--- src/rtl/sevenseg_scan_ctrl.sv ---
// Memory-mapped, time-multiplexed multi-digit 7-segment display controller.
// Optional PWM brightness control is enabled by defining SEVENSEG_BRIGHTNESS_EN.
module sevenseg_scan_ctrl #(
  parameter int              XLEN           = 32,
  parameter int              NUM_DIGITS     = 4,
  parameter int              SCAN_DIV       = 1000,
  parameter logic [XLEN-1:0] BASE_ADDR      = 'h400,
  parameter int              SEG_ACTIVE_LOW = 0
) (
  input  logic                  clk_i,
  input  logic                  rst_i,
  input  logic                  wr_en_i,
  input  logic [XLEN-1:0]       wr_addr_i,
  input  logic [XLEN-1:0]       wr_data_i,
  input  logic                  rd_en_i,
  input  logic [XLEN-1:0]       rd_addr_i,
  output logic [XLEN-1:0]       rd_data_o,
  output logic [6:0]            seg_o,
  output logic                  dp_o,
  output logic [NUM_DIGITS-1:0] an_o,
  output logic                  update_o
);

  localparam int   IDX_W  = (NUM_DIGITS > 1) ? $clog2(NUM_DIGITS) : 1;
  localparam int   PS_W   = $clog2(SCAN_DIV);
  localparam logic ACT_LO = (SEG_ACTIVE_LOW != 0);

  typedef enum logic [1:0] {IDLE, SCAN, BLANK} state_e;

  typedef struct packed {
    logic             ctrl;
    logic             digit;
    logic [IDX_W-1:0] idx;
  } addr_hit_t;

  // Only word-aligned CTRL and DIGIT[0..NUM_DIGITS-1] are mapped.
  function automatic addr_hit_t decode_addr(input logic [XLEN-1:0] addr);
    logic [XLEN-1:0] off;
    logic [XLEN-1:0] word;
    addr_hit_t       h;
    off     = addr - BASE_ADDR;
    word    = off >> 2;
    h.ctrl  = (off == '0);
    h.digit = (off[1:0] == 2'b00) && (word != '0) && (word <= XLEN'(NUM_DIGITS));
    h.idx   = IDX_W'(word - XLEN'(1));
    return h;
  endfunction

  function automatic logic [6:0] hex_decode(input logic [3:0] v);
    case (v)
      4'h0: return 7'h3F;
      4'h1: return 7'h06;
      4'h2: return 7'h5B;
      4'h3: return 7'h4F;
      4'h4: return 7'h66;
      4'h5: return 7'h6D;
      4'h6: return 7'h7D;
      4'h7: return 7'h07;
      4'h8: return 7'h7F;
      4'h9: return 7'h6F;
      4'hA: return 7'h77;
      4'hB: return 7'h7C;
      4'hC: return 7'h39;
      4'hD: return 7'h5E;
      4'hE: return 7'h79;
      default: return 7'h71;
    endcase
  endfunction

  logic                  en_q, en_d;
  logic                  hex_q, hex_d;
  logic [7:0]            digit_q [NUM_DIGITS];
  logic [7:0]            digit_d [NUM_DIGITS];
  state_e                state_q, state_d;
  logic [IDX_W-1:0]      idx_q, idx_d;
  logic [PS_W-1:0]       presc_q, presc_d;
  logic [XLEN-1:0]       rd_data_q, rd_data_d;
  logic                  update_q, update_d;
  logic [NUM_DIGITS-1:0] an_q, an_d;
  logic [6:0]            seg_q, seg_d;
  logic                  dp_q, dp_d;
  logic                  an_gate;
  logic [7:0]            cur_digit;
  addr_hit_t             wr_hit, rd_hit;
`ifdef SEVENSEG_BRIGHTNESS_EN
  logic [3:0]            bright_q, bright_d;
  logic [3:0]            pwm_q, pwm_d;
`endif

  // NOTE: every combinational output gets a default first, so no latch is inferred.
  always_comb begin
    wr_hit    = decode_addr(wr_addr_i);
    rd_hit    = decode_addr(rd_addr_i);
    en_d      = en_q;
    hex_d     = hex_q;
    update_d  = 1'b0;
    rd_data_d = rd_data_q;
    for (int i = 0; i < NUM_DIGITS; i++) digit_d[i] = digit_q[i];
`ifdef SEVENSEG_BRIGHTNESS_EN
    bright_d = bright_q;
`endif

    if (wr_en_i && wr_hit.ctrl) begin
      en_d  = wr_data_i[0];
      hex_d = wr_data_i[1];
`ifdef SEVENSEG_BRIGHTNESS_EN
      bright_d = wr_data_i[11:8];
`endif
    end
    if (wr_en_i && wr_hit.digit) begin
      digit_d[wr_hit.idx] = wr_data_i[7:0];
      update_d            = (wr_data_i[7:0] != digit_q[wr_hit.idx]);
    end

    // Reads see the pre-write register values.
    if (rd_en_i) begin
      rd_data_d = '0;
      if (rd_hit.ctrl) begin
        rd_data_d[0] = en_q;
        rd_data_d[1] = hex_q;
`ifdef SEVENSEG_BRIGHTNESS_EN
        rd_data_d[11:8] = bright_q;
`endif
      end else if (rd_hit.digit) begin
        rd_data_d[7:0] = digit_q[rd_hit.idx];
      end
    end

    // The incoming EN value steers the scan, so a CTRL write beats a scan step.
    state_d = state_q;
    idx_d   = idx_q;
    presc_d = '0;
    if (!en_d) begin
      state_d = IDLE;
      idx_d   = '0;
    end else begin
      case (state_q)
        IDLE: begin
          state_d = SCAN;
          idx_d   = '0;
        end
        SCAN: begin
          if (presc_q == PS_W'(SCAN_DIV - 1)) state_d = BLANK;
          else                                presc_d = presc_q + 1'b1;
        end
        default: begin
          state_d = SCAN;
          idx_d   = (idx_q == IDX_W'(NUM_DIGITS - 1)) ? '0 : idx_q + 1'b1;
        end
      endcase
    end

`ifdef SEVENSEG_BRIGHTNESS_EN
    pwm_d   = (state_q == SCAN && state_d == SCAN) ? pwm_q + 4'd1 : 4'd0;
    an_gate = (pwm_d < bright_d);
`else
    an_gate = 1'b1;
`endif

    // Pin registers are computed from next-state values so they track the FSM with no lag.
    cur_digit = digit_d[idx_d];
    an_d      = '0;
    seg_d     = '0;
    dp_d      = 1'b0;
    if (state_d == SCAN) begin
      an_d[idx_d] = an_gate;
      seg_d       = hex_d ? hex_decode(cur_digit[3:0]) : cur_digit[6:0];
      dp_d        = cur_digit[7];
    end
  end

  always_ff @(posedge clk_i) begin
    if (rst_i) begin
      en_q      <= 1'b0;
      hex_q     <= 1'b0;
      // NOTE: the digit file is small and readable over the bus, so it is reset like any register.
      for (int i = 0; i < NUM_DIGITS; i++) digit_q[i] <= '0;
      state_q   <= IDLE;
      idx_q     <= '0;
      presc_q   <= '0;
      rd_data_q <= '0;
      update_q  <= 1'b0;
      an_q      <= {NUM_DIGITS{ACT_LO}};
      seg_q     <= {7{ACT_LO}};
      dp_q      <= ACT_LO;
`ifdef SEVENSEG_BRIGHTNESS_EN
      bright_q  <= 4'hF;
      pwm_q     <= '0;
`endif
    end else begin
      en_q      <= en_d;
      hex_q     <= hex_d;
      for (int i = 0; i < NUM_DIGITS; i++) digit_q[i] <= digit_d[i];
      state_q   <= state_d;
      idx_q     <= idx_d;
      presc_q   <= presc_d;
      rd_data_q <= rd_data_d;
      update_q  <= update_d;
      an_q      <= an_d ^ {NUM_DIGITS{ACT_LO}};
      seg_q     <= seg_d ^ {7{ACT_LO}};
      dp_q      <= dp_d ^ ACT_LO;
`ifdef SEVENSEG_BRIGHTNESS_EN
      bright_q  <= bright_d;
      pwm_q     <= pwm_d;
`endif
    end
  end

  assign rd_data_o = rd_data_q;
  assign update_o  = update_q;
  assign an_o      = an_q;
  assign seg_o     = seg_q;
  assign dp_o      = dp_q;

endmodule

--- config.mk ---
export PLATFORM = sky130hd
export DESIGN_NAME = sevenseg_scan_ctrl
export DESIGN_NICKNAME = d
export VERILOG_FILES = /design/src/rtl/sevenseg_scan_ctrl.sv
export SDC_FILE = /design/constraint.sdc
export NUM_CORES = 1
export LEC_CHECK = 0
export BUFFER_PORTS_ARGS = -buffer_cell sky130_fd_sc_hd__buf_4
export CAP_MARGIN = 20
export CELL_PAD_IN_SITES_DETAIL_PLACEMENT = 0
export CELL_PAD_IN_SITES_GLOBAL_PLACEMENT = 1
export CORE_MARGIN = 2
export CORE_UTILIZATION = 30
export CTS_BUF_LIST = sky130_fd_sc_hd__clkbuf_2 sky130_fd_sc_hd__clkbuf_4 sky130_fd_sc_hd__clkbuf_8
export DETAILED_ROUTE_END_ITERATION = 8
export GPL_TIMING_DRIVEN = 0
export PLACE_DENSITY = 0.7
export RECOVER_POWER = 50
export SLEW_MARGIN = 25
export SYNTH_ARGS = -nofsm -noshare
export SYNTH_HDL_FRONTEND = slang
export SYNTH_SLANG_ARGS = --single-unit
--- constraint.sdc ---
create_clock -name clk_i -period 4.22 [get_ports clk_i]
set_clock_uncertainty 0.1 [all_clocks]
set_input_delay 0.633 -clock clk_i [delete_from_list [all_inputs] [get_ports clk_i]]
set_output_delay 0.633 -clock clk_i [all_outputs]
set_load 0.05 [all_outputs]
# After elaboration in Yosys (flattened, before gate mapping)
# Memory sizes are Yosys's and may differ from the RTL's.
# Cells that the tools add are included.
dict set report totals {
  register_bits 37
  latchBits 0
  ramBits 32
  rom_bits 112
  inputBits 100
  word_cells 86
  mem_count 2
}
# memory words width read_ports rd_clocked_by_memory_dff wr line
set memory_table {}
lappend memory_table {{(name not given)} 16 7 1 0 0 50} ;# case (v)
lappend memory_table {digit_q 4 8 6 0 4 72} ;# logic [7:0] digit_q [NUM_DIGITS];
dict set report op_classes {
  add_sub_neg 6
  n_mul 0
  div 0
  n_lt_le_gt_ge 7
  eq_ne 5
  shift 0
  muxes 28
  bitwise 10
  reduce_logical 18
}
# operator count
set op_table {}
lappend op_table {{zero test 32 bit} 2}
lappend op_table {{2-to-1 mux 8 bit} 8}
lappend op_table {{nonzero test 32 bit} 2}
lappend op_table {{subtractor 32 x 11 -> 32 bit (second input constant)} 2}
lappend op_table {{<= comparator 30 x 3 -> 1 bit (second input constant)} 2}
lappend op_table {{bitwise mux 32 bit} 1}
lappend op_table {{2-to-1 mux 32 bit} 1}
lappend op_table {{binary-select mux 8 bit (select 2 bit)} 1}
lappend op_table {{demux 8 bit (select 2 bit)} 1}
lappend op_table {{2-to-1 mux 2 bit} 6}
lappend op_table {{adder 10 x 1 -> 10 bit (second input constant)} 1}
lappend op_table {{equality test 10 bit (second input constant)} 1}
lappend op_table {{logical AND 1 bit} 8}
lappend op_table {{inequality test 8 bit} 1}
lappend op_table {{2-to-1 mux 7 bit} 1}
lappend op_table {{>= comparator 3 bit (second input constant)} 2}
lappend op_table {{zero test 2 bit} 3}
lappend op_table {{2-to-1 mux 1 bit} 6}
lappend op_table {{2-to-1 mux 6 bit} 1}
lappend op_table {{inverter 2 -> 3 bit} 2}
lappend op_table {{equality test 2 x 1 -> 1 bit (second input constant)} 2}
lappend op_table {{inverter 1 bit} 4}
lappend op_table {{bitwise OR 1 bit} 4}
lappend op_table {{one-hot mux 2 bit (2 select lines)} 1}
lappend op_table {{9 further kinds} 11}

# Longest topological paths before layout
# Gate-level depths: netlist (run 1).
# An unclocked memory read counts as a cell.
dict set report depth {
  word_depth 14
  ltp_mapped 15
  depth_no_buf 14
}

# Least setup slack after synthesis (run 1)
# Ideal clock, no wire load.
dict set report synth_timing {
  path_kind {input to register}
  from {input port wr_addr_i[15]}
  to {register seg_q[6] (netlist: seg_o[6])}
  setup_time_ns 0.112
  arrival_time_ns 3.913
  setup_slack_ns 0.095
  path_stages 14
  n_path_buf 2
  cell_sequence {nor4_4 a21oi_1 or4_1 buf_4 nor4_4 mux2i_1 or2_0 buf_2 o211a_1 inv_1 ha_1 mux2i_1 nor2_1 a2111oi_1}
}
dict set report synth_via {
  elab_chain_len 11
}
# item line
set synth_rtl {}
lappend synth_rtl {{start, declared} 13} ;# input logic [XLEN-1:0] wr_addr_i,
lappend synth_rtl {{subtractor 32 x 11 -> 32 bit (*)} 41} ;# off = addr - BASE_ADDR;
lappend synth_rtl {{parallel branches: the longest is 10 deep, another holds <= comparator 30 x 3 -> 1 bit} n/a}
lappend synth_rtl {{end signal, assigned} 184} ;# seg_q <= {7{ACT_LO}};
lappend synth_rtl {{end signal, assigned} 200} ;# seg_q <= seg_d ^ {7{ACT_LO}};
lappend synth_rtl {{end, declared} 80} ;# logic [6:0] seg_q, seg_d;
# Every way passes the cells marked *. The select of a mux whose other input is x is not followed.
# A chain may end at the register's enable or synchronous reset.

# Worst setup path after layout (run 1)
# Ends and elaborated chain as after synthesis.

==> results of run 1 <==
-- registers in the layout, summed over array words and instances, names as in the netlist --
name / count
digit_q: 32
presc_q: 10
rd_data_o: 8
seg_o: 7
an_o: 4
idx_q: 2
state_q: 2
dp_o: 1
en_q: 1
hex_q: 1
update_o: 1
-- synth_stat cells (all sizes together) (4+ instances only) --
cell type / n / area [um^2]
nor2: 76 / 285
dfxtp: 69 / 1380
mux2i: 37 / 370
buf: 31 / 216
clkbuf: 16 / 61.3
mux4: 16 / 360
xnor2: 16 / 140
ha: 15 / 188
nand2: 15 / 56.3
a21oi: 13 / 65.1
nor2b: 13 / 81.3
nor3: 13 / 70.1
inv: 12 / 45.0
nand3: 12 / 60.1
nor4: 11 / 150
o21ai: 11 / 55.1
o22ai: 7 / 43.8
mux2: 5 / 56.3
nand4: 5 / 31.3
nor4b: 5 / 43.8
a22o: 4 / 35.0
and3: 4 / 25.0
or2: 4 / 25.0
xor2: 4 / 35.0
-- power breakdown --
part	switching (mW)	internal [mW]
Sequential	0.00000000000444	0.651
Clock	0.254	0.351
Combinational	0.112	0.0831
-- per-layer routing --
layer | share of wire (%) | routed length, um
met1 | 42 | 4690
met2 | 49 | 5410
met3 | 8.2 | 908
met4 | 0.96 | 107
met5 | 0 | 0
-- final timing paths --
| check | startpoint | to | slack, ps | cells past startpoint |
|---|---|---|---|---|
| worst max-delay path | wr_addr_i[15] | seg_o[6] | 190 | 15 |
| worst min-delay path | presc_q[0] | presc_q[0] | 360 | 1 |
| worst max register to register | state_q[1] | seg_o[4] | 1090 | 13 |
| worst min register to register | presc_q[0] | presc_q[0] | 360 | 1 |
-- final cells by class --
type / instances / area, um^2
plain buffers: 45 / 270
clock buffers: 11 / 145
clock inverters: 4 / 72.6
fillers: 1406 / 8270
inverters: 12 / 45.0
multi-input cells: 346 / 2600
flip-flops and latches: 69 / 1380
well taps: 180 / 225
repair buffers: 107 / 702
-- worst reg2reg max path: stages (launching register included) --
cell,delay [ps]
dfxtp_1,350
nor2b_1,400
a22oi_1,220
nand2_1,120
nand2_1,90
mux2i_4,380
o22ai_1,150
a211o_2,410
inv_1,140
ha_1,240
inv_1,50
mux2i_1,130
nand3b_1,80
and3_1,160
-- metrics by stage --
step / hold WS, ps / setup TNS (ps)
6_report: 361 / 0
5_1_grt: 415 / 0
4_1_cts: 369 / 0
3_5_place_dp: 351 / -5160
3_3_place_gp: 339 / -5390
2_1_floorplan: 326 / 0
-- layout by cell type (no fill, tap or decap), types with 3 or more instances in the layout --
| cell | count |
|---|---|
| xnor2_1 | 16 |
| nor4b_1 | 4 |
| o22ai_1 | 7 |
| buf_4 | 106 |
| nand2b_1 | 3 |
| nor2_1 | 76 |
| a21oi_1 | 13 |
| clkbuf_8 | 10 |
| nor4_4 | 4 |
| nor4_1 | 6 |
| mux2_2 | 4 |
| ha_1 | 15 |
| nand3_1 | 12 |
| nor3_1 | 11 |
| o21ai_0 | 11 |
| mux4_2 | 16 |
| clkbuf_1 | 41 |
| conb_1 | 24 |
| dfxtp_1 | 69 |
| or4_1 | 3 |
| xor2_1 | 4 |
| nor2b_1 | 13 |
| nand4_1 | 5 |
| mux2i_1 | 34 |
| and3_1 | 4 |
| nand2_1 | 15 |
| a22o_1 | 4 |
| inv_1 | 12 |
| a211oi_1 | 3 |
-- cells by family after synthesis --
kind of cell | after synthesis
buffers and inverters | 59
muxes | 58
xor gates and xnor gates | 20
adders and majority gates | 15
other | 1
AOI/OAI and AO/OA | 57
DFF | 69
and+or+nand+nor | 172
-- what timing repair did --
item | in CTS | in global routing
endpoints found under the setup margin | 7 | 6
pin swaps | 4 | 0
buffers inserted | 11 | 3
resized for setup | 6 | 8
==> results by group, run 1 <==
Run status
  – Status: finished clean

Worst setup path
  – Arr. time, crit path: 4160 ps
  – Worst Path Required: between 4000 and 5000 ps
  – CP peak stage delay: around 520 ps
  – Cell family with most CP delay: simple AND/OR/NAND/NOR gates
  – Top fanout value on the critical path: 7
  – CP bufs+invs: 4
  – CP cell instances: clkbuf_1 -> nor4_4 -> a21oi_1 -> or4_1 -> buf_4 -> or4_1 -> clkbuf_1 -> mux2i_2 -> o32a_1 -> o211a_4 -> inv_1 -> ha_1 -> mux2i_1 -> nor2_1 -> a2111oi_2
  – Slowest cell on crit path: or4_1
  – Crit start category: input pin
  – Critical Path Sink Type: flip-flop
  – Critical path class: in2reg

Yosys
  – Register bit total from synthesis: just under 70
  – Area share of xor/xnor cells in the synthesized design: under 10%
  – Cells after synthesis: approximately 450
  – Largest family of logic cells by synthesized area: simple AND/OR/NAND/NOR gates
  – Post-synthesis adder-cell area fraction: under 10%
  – Sequential fraction of the synthesis area: approximately a third
  – Synthesized area per cell: about 9.3 um^2
  – EDFF count, synth: 0
  – Asr flop ratio synth: 0%
  – Synth Area in Compound Gates: 9.25%
  – Mux share of post-synthesis cell area: about a fifth
  – Post-Synth Simple-Gate Area: around 22%
  – Post-Syn Area: 4180 um^2
  – Yosys cell types: 57
  – Ys flop type: dfxtp_1
  – Warnings from Yosys: 0

Clock network
  – TritonCTS buffer count: 9
  – TritonCTS Sinks: 69
  – TritonCTS clock tree: done
  – Worst-Skew Late Latency: 350 ps
  – Clock-pin slew on the worst setup and hold paths: around 70 ps
  – CTS H-tree depth: 3
  – Clock Root Buffer: clkbuf_8
  – Clock buffer depth: 2
  – Hold_buf cts: 0

Placement
  – Dpl cell area: around 5200 um^2
  – Gpl congestion: roughly 0.81
  – Placement Setup Slack: -976 ps
  – Port Buffers: 93
  – Placed Cells incl. Taps: 747
  – HPWL after DPL: 8.38 mm

STA
  – RSZ-0062 raised after global routing: no
  – Max-slew violations: 0
  – Max Clk Rate: approximately 250 MHz
  – Final setup vio count: 0
  – Worst slew pin tran: roughly 820 ps
  – Final hold viol count: 0
  – Fin crit period: around 4000 ps
  – Final Cycle Share: a little over nine tenths
  – Slew HR: 45.1%
  – Slack of the critical path: around 190 ps

Floorplanning
  – Starting Density: 30.5%
  – Die width: 122 um
  – Chip height: around 120 um
  – # rows: between 40 and 50
  – Die Footprint: 14900 um^2
  – Ports: around 150
  – Core ar.: about 14000 um^2

Detailed routing
  – Final ANT Viol Nets: 0
  – Routed length per instance: 14.4 um
  – First DRT Iteration DRCs: between 150 and 200
  – Post-route DRC violation count: 0
  – Vias per cell: ~4.7
  – DR vias: about 3700
  – DRT Pass-1 Iters: 4
  – Routed wire length: 11.1 mm

GRT
  – Antenna violations before repair: 0
  – Pin count of the biggest net entering global routing: 12
  – GRT Max-Usage Layer: met2
  – Met3 Usage GRT: roughly 4.1%
  – Number of global-route vias before repair: around 3500
  – All-layer global routing usage: between 15 and 20%
  – First-pass GRT wire length: between 15 and 20 mm
  – Global Route met1 Usage: roughly 18%
  – Total gr overflow: 0
  – Met2 usage: a little over a quarter

Cells and area
  – Final instance area: 5450 um^2
  – Ant diodes: 0
  – Final core utilization: 39.7%
  – Final std cells w/o fill: between 700 and 800
  – Layout cells sized above 1: 27.1%
  – P&R area growth vs syn: 30.3%
  – # nets final: 705

Power
  – Leakage power: 2.12 nW
  – Peak VDD IR: between 0.1 and 0.15 mV
  – Pwr per Cell Area: around 270 nW/um^2
  – Final Power: ~1.5 mW

Worst hold path
  – Worst min path class: reg2reg

Run
  – Max_cap viols: 0
Power figures use the tool's default switching activity.
==> inputs of run 2 (changes only) <==
- CORE_MARGIN: 2 -> unset
- PLACE_DENSITY: 0.7 -> unset
- PLACE_DENSITY_LB_ADDON: unset -> 0.12
==> run 2 against run 1 <==
Against the previous run: register-to-register slack barely moved; worst setup slack lost 37 ps; first-iteration DRC count fell by 40%; worst hold slack better by 2.2 ps; core utilization rose by 1.3 points.
==> results by group, run 2 (synthesized netlist as in run 1, its figures left out) <==
Power
  – Final Power: 1.47 mW (+1.5%)
  – Pwr per Cell Area: 268 nW/um^2 (+0.63%)
  – Leakage power: 2.18 nW (+2.4%)
  – Peak VDD IR: 0.235 mV (+71%)

STA
  – Worst hold slack: 363 ps (+2.23 ps)
  – Max Clk Rate: 246 MHz (-0.90%)
  – Final hold viol count: 0 (unchanged)
  – Final Cycle Share: 96.3% (+0.87 points)
  – Setup TNS: 0 ps (unchanged)
  – RSZ-0062 raised after global routing: yes
  – Worst slew pin tran: 831 ps (+8.56 ps)
  – Final setup vio count: 0 (unchanged)
  – Fin crit period: 4070 ps (+36.8 ps)
  – Slew HR: 44.6% (-0.57 points)
  – Max-slew violations: 0 (unchanged)
  – Slack of the critical path: 154 ps (-36.8 ps)

Detailed routing
  – DR vias: 3602 (-1.7%)
  – DRT Pass-1 Iters: 4 (unchanged)
  – Routed length per instance: 14.7 um (+2.6%)
  – Routed wire length: 11.4 mm (+2.2%)
  – Final ANT Viol Nets: 0 (unchanged)
  – Vias per cell: 4.67 (-1.3%)
  – Post-route DRC violation count: 0 (unchanged)
  – First DRT Iteration DRCs: 107 (-40%)

Worst setup path
  – CP peak stage delay: 540 ps (+20 ps)
  – R2R setup slack: 1090 ps (about the same)
  – Critical Path Sink Type: flip-flop
  – Worst path most repeated cell: buf_4
  – CP cell instances: buf_4 -> nor4_4 -> a21oi_1 -> or4_1 -> buf_4 -> nor4_4 -> buf_4 -> mux2i_4 -> or2_1 -> clkbuf_1 -> o221a_1 -> buf_4 -> nor3_2 -> a22o_1 -> a211oi_1
  – Arr. time, crit path: 4220 ps (+60 ps)
  – Critical path class: in2reg
  – Reg2reg end: seg_o[3]
  – Worst flop-to-flop path startpoint: state_q[1]
  – Crit path to: seg_o[3]
  – R2R depth: 11 (-2)
  – Worst setup startpoint: wr_addr_i[13]
  – Slowest cell on crit path: or4_1
  – Worst Path Required: 4370 ps (+20 ps)
  – Crit start category: input pin
  – Top fanout value on the critical path: 10 (+3)

GRT
  – All-layer global routing usage: 16.3% (+1.2 points)
  – Total gr overflow: 0 (unchanged)
  – Number of global-route vias before repair: 3537 (+1.3%)
  – Antenna violations before repair: 0 (unchanged)
  – First-pass GRT wire length: 18.0 mm (+3.3%)
  – Pin count of the biggest net entering global routing: 12 (unchanged)

Floorplanning
  – Ports: 145 (unchanged)
  – Die Footprint: 14400 um^2 (-3.3%)
  – Die width: 120 um (-1.6%)
  – Chip height: 120 um (-1.6%)
  – Core ar.: 13400 um^2 (-2.3%)
  – # rows: 42 (-2.3%)
  – Starting Density: 31.2% (+0.73 points)

Cells and area
  – P&R area growth vs syn: 31.4%
  – Commonest non-fill, non-tap cell in the layout: buf_4
  – Layout cells sized above 1: 27.6% (+0.46 points)
  – Largest register FFs: 32 (unchanged)
  – Most flops, register: digit_q
  – # nets final: 705 (unchanged)
  – Final core utilization: 41.0% (+1.3 points)
  – FILL cells: 1427 (+1.5%)
  – Final std cells w/o fill: 771 (-0.39%)
  – Ant diodes: 0 (unchanged)
  – Commonest non-fill, non-tap cells in the layout: buf_4 (106), nor2_1 (76), dfxtp_1 (69)
  – Final instance area: 5490 um^2 (+0.83%)

Run
  – Max_cap viols: 0 (unchanged)

Clock network
  – Worst-Skew Late Latency: 360 ps (about the same)
  – CTS H-tree depth: 3 (unchanged)
  – Clock Root Buffer: clkbuf_8
  – TritonCTS clock tree: done
  – Clock buffer depth: 2 (unchanged)
  – TritonCTS buffer count: 9 (unchanged)
  – Clock-pin slew on the worst setup and hold paths: 70 ps (about the same)
  – TritonCTS Sinks: 69 (unchanged)

Placement
  – HPWL after DPL: 8.43 mm (+0.54%)
  – Dpl cell area: 5180 um^2 (about the same)
  – Port Buffers: 93 (unchanged)
  – Placement Setup Slack: -1070 ps (-89.3 ps)
  – Placed Cells incl. Taps: 743 (-0.54%)
  – Gpl congestion: 0.755 (-6.4%)

Run status
  – Status: finished clean

Worst hold path
  – Worst min path class: reg2reg
-- run 2: final cells by class --
| cell class | count | area, um^2 | share of cell area, % |
|---|---|---|---|
| multi-input cells | 346 | 2620 | 47.7 |
| flip-flops and latches | 69 | 1380 | 25.2 |
| repair buffers | 106 | 714 | 13.0 |
| plain buffers | 46 | 279 | 5.08 |
| well taps | 176 | 220 | 4.01 |
| clock buffers | 12 | 159 | 2.89 |
| clock inverters | 4 | 70.1 | 1.28 |
| inverters | 12 | 45.0 | 0.820 |
-- run 2: where the power goes --
part	internal, mW	switching (mW)
Combinational	0.0834	0.113
Sequential	0.651	0.00000000000429
Clock	0.370	0.256
Total	1.10	0.369
-- run 2: repair_timing --
item                                    in CTS  in global routing
pin swaps                                    4                  1
endpoints found under the setup margin       7                  6
hold endpoints to repair                     0                  0
buffers inserted                            10                  3
hold buffers                                 0                  0
resized for setup                            7                  9
-- run 2: how the worst min path moves through the flow --
| stage | start | depth (start not counted) | to |
|---|---|---|---|
| floorplan | presc_q[0] | 1 | presc_q[0] |
| global placement | presc_q[0] | 1 | presc_q[0] |
| detailed placement | presc_q[0] | 1 | presc_q[0] |
| CTS | presc_q[0] | 1 | presc_q[0] |
| global route | presc_q[0] | 1 | presc_q[0] |
| finish | presc_q[0] | 1 | presc_q[0] |
-- run 2: worst max-delay path: cells and delay by family --
family	cells	cell delay (ps)
AOI/OAI and AO/OA	4	920
and+or+nand+nor	5	1270
buffers and inverters	5	1060
muxes	1	330
-- run 2: per-layer routing --
metal	vias up	GRT usage, %	share of wire (%)
li1	1838	-	-
met1	1661	20.4	46
met2	92	27.4	47
met3	11	4.37	5.0
met4	0	4.30	1.2
met5	-	0	0
